$ cat src/rtl/cache_pkg.sv
// cache_pkg: shared state encodings, requester ids and defaults for the L2 port arbiter.
package cache_pkg;

    typedef enum logic [1:0] {
        IDLE  = 2'b00,
        READ  = 2'b01,
        WRITE = 2'b10
    } arb_state_t;

    localparam logic [1:0] REQ_DREAD = 2'd0;
    localparam logic [1:0] REQ_IREAD = 2'd1;
    localparam logic [1:0] REQ_WB    = 2'd2;

    localparam int BURST_LEN_DEFAULT = 8;

endpackage

$ cat src/rtl/counter_n.sv
// counter_n: modulo-n enable counter with sync clear; co flags the last count while enabled.
module counter_n #(
    parameter int n            = 8,
    parameter int counter_bits = 3
) (
    input  logic clk,
    input  logic r,
    input  logic en,
    output logic co
);

    logic [counter_bits-1:0] count;

    assign co = en && (count == counter_bits'(n - 1));

    always_ff @(posedge clk)
        count <= r ? '0 : en ? (co ? '0 : count + counter_bits'(1)) : count;

endmodule

$ cat src/rtl/l2_port_arbiter.sv
// l2_port_arbiter: shares the L2 port between D-refill, I-refill and write-buffer drain,
// round-robin with an urgent override for a full write buffer.
module l2_port_arbiter
    import cache_pkg::*;
#(
    parameter int BURST_LEN = BURST_LEN_DEFAULT,
    parameter int BEAT_BITS = 3,
    parameter int ADDR_W    = 32
) (
    input  logic                  clk,
    input  logic                  reset,
    input  logic [2:0]            req,
    input  logic [3*ADDR_W-1:0]   req_addr,
    input  logic                  wb_urgent,
    input  logic                  l2_ack,
    output logic [2:0]            grant,
    output logic [2:0]            done,
    output logic                  l2_read,
    output logic                  l2_write,
    output logic [ADDR_W-1:0]     l2_addr
);

    arb_state_t state;
    logic [1:0] rr_ptr;
    logic [1:0] winner;
    logic       last_beat;

    // Scan downwards so the first set bit at or after p is the one that sticks.
    function automatic logic [1:0] rr_pick(input logic [2:0] r, input logic [1:0] p);
        rr_pick = p;
        for (int k = 2; k >= 0; k--)
            if (r[(int'(p) + k) % 3]) rr_pick = 2'((int'(p) + k) % 3);
    endfunction

    assign winner = (wb_urgent && req[REQ_WB]) ? REQ_WB : rr_pick(req, rr_ptr);

    counter_n #(.n(BURST_LEN), .counter_bits(BEAT_BITS)) u_beats (
        .clk (clk),
        .r   (reset || state != WRITE),
        .en  (l2_write),
        .co  (last_beat)
    );

    always_ff @(posedge clk) begin
        if (reset) begin
            state    <= IDLE;
            rr_ptr   <= 2'd0;
            grant    <= 3'b000;
            done     <= 3'b000;
            l2_read  <= 1'b0;
            l2_write <= 1'b0;
            l2_addr  <= '0;
        end else begin
            done <= 3'b000;
            case (state)
                IDLE: if (|req) begin
                    grant    <= 3'b001 << winner;
                    l2_addr  <= req_addr[int'(winner)*ADDR_W +: ADDR_W];
                    l2_read  <= winner != REQ_WB;
                    l2_write <= winner == REQ_WB;
                    state    <= (winner == REQ_WB) ? WRITE : READ;
                    rr_ptr   <= (winner == 2'd2) ? 2'd0 : winner + 2'd1;
                end
                READ: if (l2_ack) begin
                    done    <= grant;
                    grant   <= 3'b000;
                    l2_read <= 1'b0;
                    state   <= IDLE;
                end
                WRITE: if (last_beat) begin
                    done     <= 3'b100;
                    grant    <= 3'b000;
                    l2_write <= 1'b0;
                    state    <= IDLE;
                end
                default: begin
                    grant    <= 3'b000;
                    l2_read  <= 1'b0;
                    l2_write <= 1'b0;
                    state    <= IDLE;
                end
            endcase
        end
    end

endmodule

$ cat config.mk
export PLATFORM = sky130hd
export DESIGN_NAME = l2_port_arbiter
export DESIGN_NICKNAME = d
export VERILOG_FILES = /design/src/rtl/cache_pkg.sv /design/src/rtl/counter_n.sv /design/src/rtl/l2_port_arbiter.sv
export SDC_FILE = /design/constraint.sdc
export NUM_CORES = 1
export LEC_CHECK = 0
export ABC_CLOCK_PERIOD_IN_PS = 2550
export CAP_MARGIN = 0
export CORE_MARGIN = 2
export CORE_UTILIZATION = 41
export CTS_CLUSTER_SIZE = 10
export DETAILED_ROUTE_END_ITERATION = 8
export HOLD_SLACK_MARGIN = 0.05
export PLACE_DENSITY = 0.8
export RECOVER_POWER = 25
export SYNTH_ARGS = -nofsm -noshare
export SYNTH_HDL_FRONTEND = slang
export SYNTH_SLANG_ARGS = --single-unit
export TNS_END_PERCENT = 100
$ cat constraint.sdc
create_clock -name clk -period 2.55 [get_ports clk]
set_clock_uncertainty 0.2 [all_clocks]
set_input_delay 0.765 -clock clk [delete_from_list [all_inputs] [get_ports clk]]
set_output_delay 0.765 -clock clk [all_outputs]
set_load 0.01 [all_outputs]
# Yosys cells after proc, flatten, opt, wreduce, memory -nomap -nowiden
# Cells that the tools add are included.
[op_classes]
add_sub_neg = 4
n_div = 3
magnitude_cmp = 3
n_eq_ne = 9
shift = 2
n_mux = 33
bitwise_logic = 2
n_reduce_logical = 9
[op_table]
columns = ["cell", "n"]
rows = [
  ["32-bit by 4-bit less-than comparator with 1-bit output (second input constant)", 3],
  ["96-bit by 8-bit indexed part select with 32-bit output", 1],
  ["32-bit by 3-bit remainder unit with 32-bit output (second input constant)", 2],
  ["3-bit by 3-bit remainder unit with 32-bit output (second input constant)", 1],
  ["2-bit 2-to-1 mux", 9],
  ["3-bit 2-to-1 mux", 6],
  ["1-bit 2-to-1 mux", 10],
  ["3-bit case mux with 3 select lines", 1],
  ["3-bit AND reduction", 3],
  ["2-bit inequality test (second input constant)", 4],
  ["1-bit binary-select mux with 2-bit select", 3],
  ["1-bit case mux with 3 select lines", 2],
  ["2-bit case mux with 3 select lines", 1],
  ["3-bit case mux with 2 select lines", 1],
  ["2-bit == test (second input constant)", 2],
  ["2-bit by 1-bit adder with 3-bit output (second input constant)", 1],
  ["2-bit by 2-bit adder with 3-bit output (second input constant)", 1],
  ["3-bit by 1-bit adder with 3-bit output (second input constant)", 1],
  ["3-bit == test (second input constant)", 1],
  ["3-bit OR reduction", 1],
  ["1-bit by 2-bit left shift with 3-bit output (first input constant)", 1],
  ["2-bit by 1-bit adder with 2-bit output (second input constant)", 1],
  ["2-bit by 1-bit == test with 1-bit output (second input constant)", 1],
  ["1-bit logical AND", 2],
  ["other kinds (5)", 6],
]
[word_totals]
regBits = 47
output_inout_bits = 40
elab_cells = 73

# Longest topological paths before layout
[logic_depth]
ltp_word = 13
ltp_mapped = 11
ltp_nobuf = 8

# Cells and area by module
# Synthesis repeated with hierarchy kept, for this count alone.
[hier_totals]
cells_unflattened = 253
hier_area_um2 = 2378.5
[by_module_without_submodules]
columns = ["mod", "n_inst", "cells_per_inst", "area_per_inst_um2"]
rows = [
  ["l2_port_arbiter", 1, 239, 2230.9],
  ["counter_n", 1, 14, 147.6],
]

# Worst setup path after synthesis
# No wires, ideal clock.
[synth_path]
path_kind = "input port to flip-flop"
startpoint = "input port req[1]"
endpoint = "register rr_ptr[0]"
setup_time_ns = 0.128
arrival_ns = 2.087
required_ns = 2.222
setup_slack_ns = 0.136
stages = 9
path_cell_list = "buf_2 nor2b_1 o21ai_1 a221oi_2 o221ai_4 buf_6 buf_6 a22oi_1 nor2_1"
[synth_via]
elab_chain_len = 9
word_cells_on_any_way = 18
[synth_rtl]
columns = ["element", "line_no", "source"]
rows = [
  ["start: declaration", "l2_port_arbiter.sv:12", "input logic [2:0] req,"],
  ["1-bit binary-select mux with 2-bit select", "l2_port_arbiter.sv:32", "if (r[(int'(p) + k) % 3]) rr_pick = 2'((int'(p) + k) % 3);"],
  ["1-bit 2-to-1 mux (not written as such) (2 in series)", "l2_port_arbiter.sv:32", ""],
  ["2-bit 2-to-1 mux (3 in series)", "l2_port_arbiter.sv:32", ""],
  ["2-bit 2-to-1 mux", "l2_port_arbiter.sv:35", "assign winner = (wb_urgent && req[REQ_WB]) ? REQ_WB : rr_pick(req, rr_ptr);"],
  ["2-bit by 1-bit adder with 2-bit output or 2-bit == test (tied branches)", "l2_port_arbiter.sv:62", "rr_ptr <= (winner == 2'd2) ? 2'd0 : winner + 2'd1;"],
  ["2-bit 2-to-1 mux", "l2_port_arbiter.sv:62", ""],
  ["end signal: assignment", "l2_port_arbiter.sv:62", ""],
  ["end: declaration", "l2_port_arbiter.sv:24", "logic [1:0] rr_ptr;"],
]
# Parallel ways exist; a longest one is shown, timed or not. The select of a mux whose other input is x is not followed.
# A chain may end at the register's enable or synchronous reset.

# Worst setup path in the final report
[layout_path]
startpoint = "input port req[2]"
endpoint = "register l2_addr[10]"
[layout_via]
elab_chain_len = 8
word_cells_on_any_way = 17
[layout_rtl]
columns = ["element", "line_no", "source"]
rows = [
  ["1-bit binary-select mux with 2-bit select", "l2_port_arbiter.sv:32", ""],
  ["1-bit 2-to-1 mux (not written as such) (2 in series)", "l2_port_arbiter.sv:32", ""],
  ["2-bit 2-to-1 mux (3 in series)", "l2_port_arbiter.sv:32", ""],
  ["2-bit 2-to-1 mux", "l2_port_arbiter.sv:35", ""],
  ["96-bit by 8-bit indexed part select with 32-bit output", "l2_port_arbiter.sv:58", "l2_addr <= req_addr[int'(winner)*ADDR_W +: ADDR_W];"],
  ["end signal: assignment", "l2_port_arbiter.sv:58", ""],
  ["end: declaration", "l2_port_arbiter.sv:20", "output logic [ADDR_W-1:0] l2_addr"],
]
# Parallel ways exist; a longest one is shown, timed or not. The select of a mux whose other input is x is not followed.

==> results by group <==
Synth
  – Top post-synthesis cells by area: dfxtp_1, nand3_1, a32oi_1
  – Syn nets: 469
  – Synth Flop Type: dfxtp_1
  – Post-synth EDFFs: 0
  – Synth async-reset ratio: 0
  – Synth Instances: 358
  – Synth warn: 0
  – Top cell type by total area after synthesis: dfxtp_1
  – Count leader, synth: dfxtp_1
  – Synthesis-stage register bit count: 46
  – Sequential cell area fraction in the yosys report: 0.322
  – Top-area cell type share of the netlist area: 0.322
  – Unique masters post-synth: 42
  – Synthesized area per cell: 8.00 um2
  – Post-synth top cells: dfxtp_1, nand3_1, nor2_1
  – Syn Std Cell Area: 2860 um2

Placed design
  – Post-DP HPWL: 6740 um
  – Port bufs: 142
  – Dpl cells: 593
  – Routability Congestion: 0.922

Finish
  – Nets: 621
  – Layout cells sized above 1: 0.143
  – Area Overhead vs Synth: 69.7%
  – Final non-filler cell total: 606
  – Fill cells: 515
  – Antenna diodes: 0

Clock network
  – Clock Root Buffer: clkbuf_8
  – TritonCTS clock tree: done
  – CTS Hold Bufs: 0
  – H-tree Lvls: 2
  – Clock sink total: 46
  – Worst-Skew Late Latency: 0.31 ns
  – Num CTS Buffers: 5
  – Clk slew on worst S/H paths: 0.09 ns
  – CTS max path bufs: 2

Worst setup path
  – CP max stage delay: 0.29 ns
  – Critical Path End Type: register
  – CP required: 2.53 ns
  – Crit path launch type: input port
  – Worst Path Arrival: 2.46 ns
  – Slowest cell on crit path: dlygate4sd2_1
  – Maximum fanout along the worst path: 16
  – CP Cell Sequence: dlygate4sd2_1 > nand2_1 > nand3_2 > a221oi_2 > buf_4 > o221ai_4 > buf_6 > buf_12 > a32oi_2 > a31oi_1
  – Depth of the worst register-to-register path: 11
  – Critical path class: input port to register

Power and ir drop
  – Switching share of power: 0.427
  – Int Pwr: 3050 uW
  – Clock share of power: 0.083
  – Psw: 2270 uW
  – Final Total Pwr: 5330 uW
  – Seq pwr share: 0.223
  – Pwr Density: 1100 nW/um2
  – Leak pwr: 0.00183 uW
  – Max IR drop VDD: 0.000770 V
  – Gate power share: 0.694

STA
  – Post-Route Setup TNS: 0 ns
  – Pins Over Slew Limit: 0
  – Endpoints failing setup: 0
  – Final min period: 2.48 ns
  – Slew at the pin with the worst max-slew slack: 0.455 ns
  – Final hold violation count: 0
  – Slew margin rel.: 0.696
  – Tcrit/Tclk final: 0.973
  – Max Freq: 403 MHz

Run status
  – Status: finished, final reports clean

Job
  – Max-Cap Viols: 0

Global route
  – Grt total ovfl: 0
  – Vias in the first global route: 3331
  – Total track usage: 0.255
  – Initial antenna violation count: 0
  – First-pass GRT wire length: 15700 um
  – Largest net degree at the start of global routing: 43

Drt
  – Vias: 3361
  – Starting DRT DRC Count: 154
  – DR DRC count: 0
  – Final ANT Viol Nets: 0
  – Avg WL per Cell: 16.2 um
  – First-pass DRT Iterations: 4
  – Total Wirelength: 9830 um
  – Vias per cell: 5.55

Die
  – Core ar.: 6790 um2
  – Number of I/O pins: 143
  – Starting Density: 0.422
  – Row Count: 30
  – Die width: 87.6 um
  – DIE AREA: 7670 um2
  – Die Y: 87.6 um

Worst hold path
  – Hold path cells: 2
  – Min-Delay Path Class: register to register
registers in the layout (all words and copies together) (netlist names):
register / cells
l2_read: 1
l2_write: 1
done: 3
u_beats.count: 3
grant: 3
state: 1
l2_addr: 32
rr_ptr: 2
cell usage in the layout, fill, tap and decap left out, types with 4 or more instances in the layout:
master,Yosys,routed
buf_12,0,7
mux2i_1,13,12
a41oi_1,12,8
and2_1,21,21
nor3_1,14,14
buf_6,2,4
buf_4,8,26
nor2_1,32,31
dlygate4sd3_1,0,15
inv_1,5,5
nand2_1,23,23
clkbuf_8,0,5
a32oi_1,21,18
a41oi_2,0,4
nor2b_1,7,7
nand3_1,42,41
a21oi_1,8,8
o21ai_1,15,15
clkdlybuf4s50_1,0,122
dfxtp_1,46,44
a31oi_1,20,20
ha_1,8,6
stage by stage:
| stage | hold slack (ns) | instance area (um2) | setup WS (ns) | utilization |
|---|---|---|---|---|
| 4_1_cts | 0.278 | 4760 | 0.000210 | 0.700 |
| 3_5_place_dp | 0.267 | 4550 | -0.497 | 0.669 |
| 6_report | 0.277 | 4860 | 0.0689 | 0.715 |
| 2_1_floorplan | 0.245 | 2860 | 0.136 | - |
| 3_3_place_gp | 0.254 | 4550 | -0.312 | 0.669 |
| 5_1_grt | 0.293 | 4860 | -0.00880 | 0.715 |
worst paths after layout:
path | startpoint | to | slack (ns)
worst min-delay path | state[0]$_SDFFE_PP0P_ | state[0]$_SDFFE_PP0P_ | 0.28
worst min register to register | state[0]$_SDFFE_PP0P_ | state[0]$_SDFFE_PP0P_ | 0.28
worst max register to register | rr_ptr[0]$_SDFFE_PP0P_ | l2_addr[10]$_SDFFE_PP0P_ | 0.10
worst max-delay path | req[2] | l2_addr[10]$_SDFFE_PP0P_ | 0.07
power by group through the flow:
stage / clock network, uW / registers, uW / logic [uW]
2_1_floorplan: 0 / 1280 / 1830
3_3_place_gp: 0 / 1180 / 3230
3_5_place_dp: 0 / 1190 / 3320
4_1_cts: 443 / 1180 / 3580
5_1_grt: 478 / 1210 / 4010
6_report: 443 / 1190 / 3700
metal layers:
layer  GRT usage  routed length (um)
met3      0.0462                 463
met1       0.327                3970
met4      0.0825                 277
met5           0                   0
met2       0.433                5120
logic make-up after synthesis:
family	count (synthesis)	synth area share
muxes	13	0.0454
adders and majority gates	8	0.0350
and+or+nand+nor	155	0.272
DFF	46	0.322
buffers and inverters	41	0.0751
AOI/OAI and AO/OA	95	0.251
final cells by class:
class | count | area (um2) | share of cell area
clock buffer | 6 | 72.6 | 0.0149
clock inverter | 1 | 7.51 | 0.00154
inverter | 5 | 18.8 | 0.00386
multi-input combinational | 271 | 1870 | 0.384
sequential | 46 | 926 | 0.190
tap | 96 | 120 | 0.0247
timing repair buffer | 181 | 1850 | 0.380
timing repair:
item                       CTS  global route
resized for setup           11            21
pin swaps                    5             7
cloned                       2             1
setup buffers                4             0
setup endpoints to repair   38            37
critical path, delay by kind of cell:
family                 cells  cell delay [ns]
buffers and inverters      4             0.79
AOI/OAI and AO/OA          4             0.67
and+or+nand+nor            2             0.24
(Power assumes the default switching activity.)
